--- config.mk ---
export PLATFORM = sky130hd
export DESIGN_NAME = spi_ram_loader
export DESIGN_NICKNAME = d
export VERILOG_FILES = /design/src/rtl/spi_ram_loader.sv
export SDC_FILE = /design/constraint.sdc
export NUM_CORES = 1
export LEC_CHECK = 0
export CAP_MARGIN = 10
export CORE_MARGIN = 10
export CORE_UTILIZATION = 44
export CTS_BUF_LIST = sky130_fd_sc_hd__clkbuf_16
export DETAILED_ROUTE_END_ITERATION = 7
export PLACE_DENSITY = 0.81
export SYNTH_ARGS = -nofsm -noshare
export SYNTH_HDL_FRONTEND = slang
export SYNTH_SLANG_ARGS = --single-unit
--- constraint.sdc ---
create_clock -name clk -period 2.1 [get_ports clk]
set_input_delay 0.42 -clock clk [delete_from_list [all_inputs] [get_ports clk]]
set_output_delay 0.42 -clock clk [all_outputs]
set_load 0.02 [all_outputs]
--- src/rtl/spi_ram_loader.sv ---
// -----------------------------------------------------------------------------
// spi_ram_loader
//
// Byte-stream program loader that sits in front of the SPI RAM controller.
// While load_en is high the loader owns the RAM request port. It takes a
// 16-bit start address (high byte first), packs the following bytes
// big-endian into 16-bit words, and writes each word to successive
// addresses (start, start+ADDR_STEP, ...). While the loader is idle and
// load_en is low, the cpu's RAM request port passes straight through.
//
// Optional feature:
//   SPI_RAM_LOADER_VERIFY_EN : when defined, every written word is read back
//   and compared. A mismatch sets the sticky load_error flag.
//
// Ports:
//   clk, rst_n          clock, synchronous active-low reset
//   load_en             high = loader owns the RAM port, cpu held
//   byte_in/byte_valid  host byte stream; transfer on byte_valid & byte_ready
//   byte_ready          loader accepts a byte this cycle
//   cpu_hold            stall request for the cpu
//   words_written       words committed since the last load_en rise
//   load_error          sticky: partial word abandoned (or verify mismatch)
//   cpu_*               cpu-side RAM request port (pass-through source)
//   ram_*               controller-side RAM request port
// -----------------------------------------------------------------------------
module spi_ram_loader #(
  parameter logic [15:0] ADDR_STEP = 16'd2
) (
  input  logic        clk,
  input  logic        rst_n,
  input  logic        load_en,
  input  logic [7:0]  byte_in,
  input  logic        byte_valid,
  output logic        byte_ready,
  output logic        cpu_hold,
  output logic [15:0] words_written,
  output logic        load_error,
  input  logic [15:0] cpu_addr,
  input  logic [15:0] cpu_wdata,
  input  logic        cpu_start_read,
  input  logic        cpu_start_write,
  output logic [15:0] cpu_rdata,
  output logic        cpu_busy,
  output logic [15:0] ram_addr,
  output logic [15:0] ram_wdata,
  output logic        ram_start_read,
  output logic        ram_start_write,
  input  logic [15:0] ram_rdata,
  input  logic        ram_busy
);

  typedef enum logic [3:0] {
    S_IDLE    = 4'd0,
    S_ADDR_HI = 4'd1,
    S_ADDR_LO = 4'd2,
    S_DATA_HI = 4'd3,
    S_DATA_LO = 4'd4,
    S_WRITE   = 4'd5,
    S_WAIT    = 4'd6,
    S_VRD     = 4'd7,
    S_VWAIT   = 4'd8
  } state_t;

  state_t      state_q, state_d;
  logic [15:0] addr_q, addr_d;
  logic [7:0]  hi_q, hi_d;
  logic [7:0]  lo_q, lo_d;
  logic [15:0] words_q, words_d;
  logic        err_q, err_d;
  // Marks the first cycle after a start pulse, during which ram_busy has
  // not yet risen and must not be taken as completion.
  logic        first_q, first_d;

  logic        byte_ready_s;
  logic        byte_take_s;
  logic        wr_start_s;
  logic        rd_start_s;
  logic        pass_s;

  // State and datapath registers with synchronous active-low reset.
  always_ff @(posedge clk) begin
    if (!rst_n) begin
      state_q <= S_IDLE;
      addr_q  <= 16'd0;
      hi_q    <= 8'd0;
      lo_q    <= 8'd0;
      words_q <= 16'd0;
      err_q   <= 1'b0;
      first_q <= 1'b0;
    end else begin
      state_q <= state_d;
      addr_q  <= addr_d;
      hi_q    <= hi_d;
      lo_q    <= lo_d;
      words_q <= words_d;
      err_q   <= err_d;
      first_q <= first_d;
    end
  end

  // Byte acceptance depends only on state and load_en, never on byte_valid.
  always_comb begin
    byte_ready_s = 1'b0;
    if (load_en) begin
      case (state_q)
        S_ADDR_HI, S_ADDR_LO, S_DATA_HI, S_DATA_LO: byte_ready_s = 1'b1;
        default:                                    byte_ready_s = 1'b0;
      endcase
    end else begin
      byte_ready_s = 1'b0;
    end
  end

  assign byte_take_s = byte_valid & byte_ready_s;

  // Next-state logic and RAM start pulses.
  always_comb begin
    state_d    = state_q;
    addr_d     = addr_q;
    hi_d       = hi_q;
    lo_d       = lo_q;
    words_d    = words_q;
    err_d      = err_q;
    first_d    = first_q;
    wr_start_s = 1'b0;
    rd_start_s = 1'b0;

    case (state_q)
      S_IDLE: begin
        if (load_en) begin
          state_d = S_ADDR_HI;
          words_d = 16'd0;
          err_d   = 1'b0;
        end else begin
          state_d = S_IDLE;
        end
      end

      S_ADDR_HI: begin
        if (!load_en) begin
          state_d = S_IDLE;
        end else if (byte_take_s) begin
          addr_d[15:8] = byte_in;
          state_d      = S_ADDR_LO;
        end else begin
          state_d = S_ADDR_HI;
        end
      end

      S_ADDR_LO: begin
        if (!load_en) begin
          state_d = S_IDLE;
        end else if (byte_take_s) begin
          addr_d[7:0] = byte_in;
          state_d     = S_DATA_HI;
        end else begin
          state_d = S_ADDR_LO;
        end
      end

      S_DATA_HI: begin
        if (!load_en) begin
          state_d = S_IDLE;
        end else if (byte_take_s) begin
          hi_d    = byte_in;
          state_d = S_DATA_LO;
        end else begin
          state_d = S_DATA_HI;
        end
      end

      S_DATA_LO: begin
        // Abandoning a half word is the one exit that flags an error.
        if (!load_en) begin
          state_d = S_IDLE;
          err_d   = 1'b1;
        end else if (byte_take_s) begin
          lo_d    = byte_in;
          state_d = S_WRITE;
        end else begin
          state_d = S_DATA_LO;
        end
      end

      S_WRITE: begin
        // The write is committed even if load_en drops while waiting here.
        if (!ram_busy) begin
          wr_start_s = 1'b1;
          first_d    = 1'b1;
          state_d    = S_WAIT;
        end else begin
          state_d = S_WRITE;
        end
      end

      S_WAIT: begin
        if (first_q) begin
          first_d = 1'b0;
        end else if (!ram_busy) begin
`ifdef SPI_RAM_LOADER_VERIFY_EN
          state_d = S_VRD;
`else
          addr_d  = addr_q + ADDR_STEP;
          words_d = words_q + 16'd1;
          state_d = load_en ? S_DATA_HI : S_IDLE;
`endif
        end else begin
          state_d = S_WAIT;
        end
      end

`ifdef SPI_RAM_LOADER_VERIFY_EN
      S_VRD: begin
        if (!ram_busy) begin
          rd_start_s = 1'b1;
          first_d    = 1'b1;
          state_d    = S_VWAIT;
        end else begin
          state_d = S_VRD;
        end
      end

      S_VWAIT: begin
        if (first_q) begin
          first_d = 1'b0;
        end else if (!ram_busy) begin
          if (ram_rdata != {hi_q, lo_q}) begin
            err_d = 1'b1;
          end else begin
            err_d = err_q;
          end
          addr_d  = addr_q + ADDR_STEP;
          words_d = words_q + 16'd1;
          state_d = load_en ? S_DATA_HI : S_IDLE;
        end else begin
          state_d = S_VWAIT;
        end
      end
`endif

      default: begin
        state_d = S_IDLE;
      end
    endcase
  end

  assign pass_s = (state_q == S_IDLE) && !load_en;

  // RAM port mux: cpu pass-through when idle, loader-driven otherwise.
  always_comb begin
    ram_addr        = addr_q;
    ram_wdata       = {hi_q, lo_q};
    ram_start_read  = 1'b0;
    ram_start_write = 1'b0;
    cpu_busy        = 1'b1;
    if (pass_s) begin
      ram_addr        = cpu_addr;
      ram_wdata       = cpu_wdata;
      ram_start_read  = cpu_start_read;
      ram_start_write = cpu_start_write;
      cpu_busy        = ram_busy;
    end else begin
      ram_addr        = addr_q;
      ram_wdata       = {hi_q, lo_q};
      ram_start_read  = rd_start_s;
      ram_start_write = wr_start_s;
      cpu_busy        = 1'b1;
    end
  end

  assign cpu_rdata     = ram_rdata;
  assign byte_ready    = byte_ready_s;
  assign cpu_hold      = (state_q != S_IDLE) || load_en;
  assign words_written = words_q;
  assign load_error    = err_q;

endmodule

==> results by group, run 1 <==
Setup path
  – Source of the critical timing path: state_q[1]
  – Startpoint of the lowest-slack register-to-register path: addr_q[6]
  – Critical-path maximum fanout: 4
  – CP arrival: 1.77 ns
  – Worst reg2reg setup slack: 0.24 ns
  – Required time of the worst setup path: 1.68 ns
  – Critical register-to-register path endpoint: addr_q[12]
  – Worst-case reg-to-reg path depth: 5
  – Kind of critical path: register to output port
  – Critical path startpoint category: register
  – Critical Path End Type: output port

Floorplan
  – Area of the core: 7290 sq um
  – Die H: 107 microns
  – Initial core utilization: 45.4%
  – Die Area: 11400 sq um
  – Ports: 133
  – Placement Rows: 31
  – Die Width: 107 microns

Synthesis
  – Fraction of synthesized cell area taken by the top area cell type: 32.0%
  – Cell with the most instances after synthesis: nor2_1
  – Synth Instances: 401
  – Count of flip-flops with a built-in enable after synthesis: 0
  – Cell type contributing the most total cell area after synthesis: dfxtp_1
  – Most common library cells after synthesis: nor2_1, dfxtp_1, mux2_2, nand2_1
  – Mean post-synth cell area: 8.26 sq um
  – Synthesis Warnings: 0
  – Mapped cell area: 3310 sq um
  – Sequential fraction of the synthesis area: 32.0%
  – Share of flip-flops with an asynchronous set or reset: 0%
  – Most common flop cell mapped by yosys: dfxtp_1
  – Register bit count reported by yosys: 53
  – Top area cells in the synthesized netlist: dfxtp_1, mux2_2, nor2_1, mux2i_1, buf_4
  – Net count after synthesis: 466
  – Netlist cell types: 58

Timing
  – Setup violations, final: 31
  – Transition at the pin with the smallest max-transition slack: 0.455 ns
  – Final worst-path cycle share: 104%
  – Clock period minus final worst setup slack: 2.19 ns
  – Number of pins exceeding their max-slew limit in the final report: 0
  – Fin. Hold Viols: 0
  – Final worst clock skew: 0.00793 ns
  – Worst slew margin: 69.6%
  – RSZ-0062 raised after global routing: yes
  – Maximum clock rate: 456 MHz
  – Summed negative setup slack over all endpoints: -1.96 ns
  – Slack of the critical path: -0.0935 ns

Hold path
  – Worst hold path cell count: 2
  – Startpoint of the most critical hold path: load_error
  – Kind of path behind the tightest hold check: register to register
  – Worst min-delay path endpoint: load_error

Place
  – RD Place Congestion: 0.882
  – Number of buffers added on ports: 100
  – Post-detailed-placement half-perimeter wirelength: 7240 microns
  – Instance area after placement: 4400 sq um
  – Total placed cells including tap cells: 584

Outcome
  – Run status: finished, violations left
  – Failing checks: negative setup slack

Drt
  – M1 WL: 4470 microns
  – DRC marker count from the first detailed-route iteration: 302
  – Met3 routed wirelength: 1110 microns
  – Drt wl/cell: 17.9 microns
  – Top routing layer used: met4
  – Met2 layer wire length in the routed design: 5040 microns
  – Antenna-violating nets left: 0
  – Routed Wire Length: 10800 microns
  – Vias post-DR: 3353
  – DR vias/cell: 5.60
  – Number of search-and-repair iterations in the first detailed-routing pass: 5
  – Count of unresolved DRC violations after routing: 0

Clocking
  – Latest clock arrival within the worst-skew pair: 0.29 ns
  – Clk sink count: 53
  – Clock buffers created by TritonCTS: 5
  – Maximum number of buffers from clock root to sink: 2
  – Root buf cell: clkbuf_16
  – Worst-path clk slew: 0.07 ns
  – H-tree levels: 2
  – Clock tree from TritonCTS: yes

Finish
  – Layout overhead on the synthesized area: 47.4%
  – Final Instance Area: 4880 sq um
  – Total of fill cells in the finished design: 587
  – Number of inserted diodes: 0
  – Total Nets Final: 565
  – Final Instance Count excl. Fillers: 599
  – Share of cells above drive strength 1: 25.4%

Pwr
  – Total power per unit cell area: 518 nW/um^2
  – Power consumption: 2.53 mW
  – Maximum resistive drop on vdd: 0.000314 V
  – Leakage power: 1.83 nW

Global routing
  – Number of global-route vias before repair: 3386
  – Initial antenna violation count: 0
  – First-pass GRT wire length: 17200 microns
  – Pin count of the biggest net entering global routing: 29
  – Total routing resource utilization after global routing: 18.1%
  – Final global-route overflow total: 0

Run
  – Total of max-cap violations: 0
## final cells by class
type | count | area [sq um] | share of cell area [%]
flip-flops and latches | 53 | 1060 | 21.8
multi-input cells | 298 | 2110 | 43.3
inverters | 9 | 33.8 | 0.692
repair buffers | 133 | 1380 | 28.3
well taps | 99 | 124 | 2.54
clock inverters | 2 | 38.8 | 0.795
clock buffers | 5 | 125 | 2.56
## worst max path at each step
stage | end | depth (start not counted)
2_1_floorplan | ram_addr[10] | 4
5_1_grt | ram_wdata[8] | 6
6_report | ram_wdata[8] | 6
3_5_place_dp | ram_addr[4] | 5
3_3_place_gp | ram_wdata[11] | 5
4_1_cts | ram_wdata[8] | 5
## kinds of logic after synthesis
family,share of synthesized area [%]
simple gates,24.2
xor+xnor,2.91
mux,17.0
flops,32.0
buf+inv,8.58
fa+ha+maj,1.06
compound gates,14.2
## metrics by stage
stage | setup slack, ns | hold WS, ns | utilization (%)
2_1_floorplan | 0.0868 | 0.456 | -
3_3_place_gp | -0.553 | 0.457 | 60.4
3_5_place_dp | -0.610 | 0.470 | 60.4
4_1_cts | -0.163 | 0.479 | 67.3
5_1_grt | -0.140 | 0.532 | 66.9
6_report | -0.0935 | 0.474 | 66.9
## where the power goes
group	total, mW	switching (mW)	internal [mW]
clock	0.935	0.375	0.561
sequential	1.02	0.00865	1.01
combinational	0.573	0.255	0.318
total	2.53	0.638	1.89
## what timing repair did
| item | 4_1_cts | 5_1_grt |
|---|---|---|
| pin swaps | 3 | 1 |
| setup endpoints to repair | 37 | 38 |
| hold buffers | 0 | 0 |
| gates cloned | 4 | 0 |
| endpoints found under the hold margin | 0 | 0 |
| setup buffers | 7 | 1 |
| gates resized for setup | 249 | 17 |
## sequential cells by signal, summed over array words and instances (netlist names)
signal and flops:
state_q 3, hi_q 8, words_written 16, first_q 1
load_error 1, addr_q 16, lo_q 8
## layer usage
metal,vias to the layer above,track usage (%)
met4,0,5.13
met5,-,0
met1,1566,22.2
li1,1618,-
met3,15,6.05
met2,154,29.7
## critical path: stages, from the launching register on
cell,delay (ns)
dfxtp_2,0.34
nor4_4,0.31
buf_6,0.18
buf_12,0.11
buf_16,0.11
mux2_4,0.30
buf_6,0.13
## cell usage in the layout, fill, tap and decap left out, types with 3 or more instances in the layout
cell type        count
nand3_1              9
mux2i_1             19
clkbuf_16            5
a22oi_1              5
mux2_4              31
dfxtp_1             51
inv_1                8
a32oi_1              3
a21oi_1             18
o21a_1               4
clkdlybuf4s50_1     62
nor2_1              57
nand4_1              7
buf_6               36
o21ai_0             18
nor3_1              16
nand2_1             31
and2_1               3
nand3b_1             3
a311oi_1             3
or3_1                6
buf_4               23
buf_12               5
xnor2_1             10
No activity file was read; power rests on OpenSTA's default activity.
==> inputs of run 2 (changes only) <==
==> constraint.sdc (replaced) <==
create_clock -name clk -period 2.1 [get_ports clk]
set_input_delay 0.42 -clock clk [delete_from_list [all_inputs] [get_ports clk]]
set_output_delay 0.42 -clock clk [all_outputs]
set_load 0.01 [all_outputs]
==> run 2 against run 1 <==
The flow still finishes with violations (negative setup slack). Critical path depth is 1 higher. Final cell count is 2.0% higher. First-iteration DRC count is 5.3% lower. Largest power group unchanged.
==> results by group, run 2 (synthesis results as in run 1) <==
Outcome
  – Run status: finished, violations left
  – Failing checks: negative setup slack

Setup path
  – Critical register-to-register path endpoint: addr_q[9]
  – Critical path startpoint category: register
  – CP arrival: 1.84 ns (+0.07 ns)
  – Worst-case reg-to-reg path depth: 9 (+4)
  – Startpoint of the lowest-slack register-to-register path: state_q[0]
  – Required time of the worst setup path: 1.68 ns (about the same)
  – Critical Path End Type: output port
  – Worst reg2reg setup slack: 0.13 ns (-0.11 ns)
  – Critical-path maximum fanout: 5 (+1)
  – Kind of critical path: register to output port
  – Source of the critical timing path: state_q[2]
  – Endpoint of the most critical setup path: ram_wdata[14]

Drt
  – DR vias/cell: 5.62 (+0.40%)
  – Routed Wire Length: 11000 microns (+1.9%)
  – Count of unresolved DRC violations after routing: 0 (unchanged)
  – Antenna-violating nets left: 0 (unchanged)
  – Drt wl/cell: 17.9 microns (-0.15%)
  – Vias post-DR: 3434 (+2.4%)
  – Number of search-and-repair iterations in the first detailed-routing pass: 6 (+1)
  – DRC marker count from the first detailed-route iteration: 286 (-5.3%)

Timing
  – Clock period minus final worst setup slack: 2.26 ns (+0.0653 ns)
  – Transition at the pin with the smallest max-transition slack: 0.775 ns (+0.320 ns)
  – RSZ-0062 raised after global routing: yes
  – Fin. Hold Viols: 0 (unchanged)
  – Maximum clock rate: 443 MHz (-2.9%)
  – Final worst clock skew: 0.00662 ns (-0.00131 ns)
  – Slack of the critical path: -0.159 ns (-0.0653 ns)
  – Worst slew margin: 48.0% (-22 points)
  – Summed negative setup slack over all endpoints: -2.69 ns (-0.735 ns)
  – Final worst-path cycle share: 108% (+3.1 points)
  – Setup violations, final: 31 (unchanged)
  – Number of pins exceeding their max-slew limit in the final report: 0 (unchanged)

Place
  – Number of buffers added on ports: 100 (unchanged)
  – Instance area after placement: 4410 sq um (+0.17%)
  – RD Place Congestion: 0.895 (+1.5%)
  – DP Worst Slack: -0.575 ns (+0.0348 ns)
  – Post-detailed-placement half-perimeter wirelength: 7300 microns (+0.69%)

Finish
  – Post-Route Utilization: 66.3% (-0.58 points)
  – Final Instance Area: 4840 sq um (-0.87%)
  – Commonest cells after routing, fill and taps aside: clkdlybuf4s50_1, nor2_1, dfxtp_1
  – Total Nets Final: 576 (+1.9%)
  – Share of cells above drive strength 1: 25.6% (+0.19 points)
  – Layout overhead on the synthesized area: 46.1%
  – Number of inserted diodes: 0 (unchanged)
  – Most common library cell in the layout ignoring fill and taps: clkdlybuf4s50_1

Global routing
  – Initial antenna violation count: 0 (unchanged)
  – Total routing resource utilization after global routing: 18.5% (+0.31 points)
  – First-pass GRT wire length: 17500 microns (+1.8%)
  – Final global-route overflow total: 0 (unchanged)
  – Number of global-route vias before repair: 3444 (+1.7%)
  – Pin count of the biggest net entering global routing: 24 (-17%)
  – Grt met3 use: 6.47% (+0.42 points)
  – Met1 track demand over resource in global routing: 22.3% (+0.094 points)
  – Global routing's busiest layer: met2
  – Global-route met2 utilization: 29.5% (-0.13 points)

Floorplan
  – Initial core utilization: 45.4% (unchanged)
  – Placement Rows: 31 (unchanged)
  – Area of the core: 7290 sq um (unchanged)
  – Die H: 107 microns (unchanged)
  – Die Width: 107 microns (unchanged)
  – Ports: 133 (unchanged)
  – Die Area: 11400 sq um (unchanged)

Clocking
  – Clock buffers created by TritonCTS: 5 (unchanged)
  – Clock tree from TritonCTS: yes
  – Root buf cell: clkbuf_16
  – Worst-path clk slew: 0.07 ns (about the same)
  – Maximum number of buffers from clock root to sink: 2 (unchanged)
  – Total of hold buffers inserted after clock tree synthesis: 0 (unchanged)
  – Clk sink count: 53 (unchanged)
  – H-tree levels: 2 (unchanged)
  – Latest clock arrival within the worst-skew pair: 0.29 ns (about the same)

Pwr
  – Portion of total power attributed to combinational logic: 22.3% (-0.4 points)
  – Reported net switching power: 0.607 mW (-4.8%)
  – Leakage power: 1.84 nW (+0.53%)
  – Clock network fraction of design power: 34.7% (-2.3 points)
  – Total internal power: 1.76 mW (-6.8%)
  – Power consumption: 2.37 mW (-6.3%)
  – Maximum resistive drop on vdd: 0.000359 V (+14%)
  – Share of power burned in registers: 43.0% (+2.7 points)
  – Total power per unit cell area: 490 nW/um^2 (-5.5%)
  – Switching power as a share of total power: 25.7% (+0.40 points)

Run
  – Total of max-cap violations: 0 (unchanged)

Hold path
  – Kind of path behind the tightest hold check: register to register
  – Worst hold path cell count: 2 (unchanged)
## run 2: metrics by stage
stage                     instances  hold slack (ns)
after global placement          585            0.460
after CTS                       612            0.478
after detailed placement        585            0.467
final                           611            0.472
after floorplan                 401            0.456
after global routing            611            0.522
## run 2: metal layers
layer | share of wire, % | vias up
met5 | 0 | -
met4 | 2.5 | 0
met3 | 10 | 29
met2 | 46 | 175
met1 | 42 | 1588
li1 | - | 1642
## run 2: worst min path at each step
stage                     from         end  slack (ns)
floorplan            addr_q[0]   addr_q[0]        0.46
global placement    load_error  load_error        0.46
detailed placement  load_error  load_error        0.47
CTS                 load_error  load_error        0.48
global route        addr_q[15]  addr_q[15]        0.52
finish              load_error  load_error        0.47
## run 2: worst max-delay path, cell delays in order (launching register included)
cell and delay, ns:
dfxtp_2 0.34, nor4_4 0.27, buf_6 0.16, buf_6 0.13
buf_12 0.12, buf_4 0.11, mux2_4 0.30, buf_6 0.12
## run 2: power groups by stage
stage          Clock (mW)  Sequential [mW]  Combinational [mW]
2_1_floorplan           0             1.04               0.221
3_3_place_gp            0             1.04               0.415
3_5_place_dp            0             1.04               0.422
4_1_cts             0.825             1.02               0.536
5_1_grt             0.863             1.02               0.557
6_report            0.822             1.02               0.527
## run 2: timing repair
item / 4_1_cts / 5_1_grt
setup buffers: 14 / 1
cloned: 5 / 0
endpoints found under the setup margin: 38 / 36
pin swaps: 1 / 0
resized for setup: 198 / 6
## run 2: cell type report
class | instances | area, sq um
Clock buffer | 5 | 125
Multi-Input combinational cell | 298 | 2060
Tap cell | 99 | 124
Clock inverter | 3 | 18.8
Timing Repair Buffer | 144 | 1410
Sequential cell | 53 | 1060
Inverter | 9 | 33.8
Fill cell | 595 | 2450
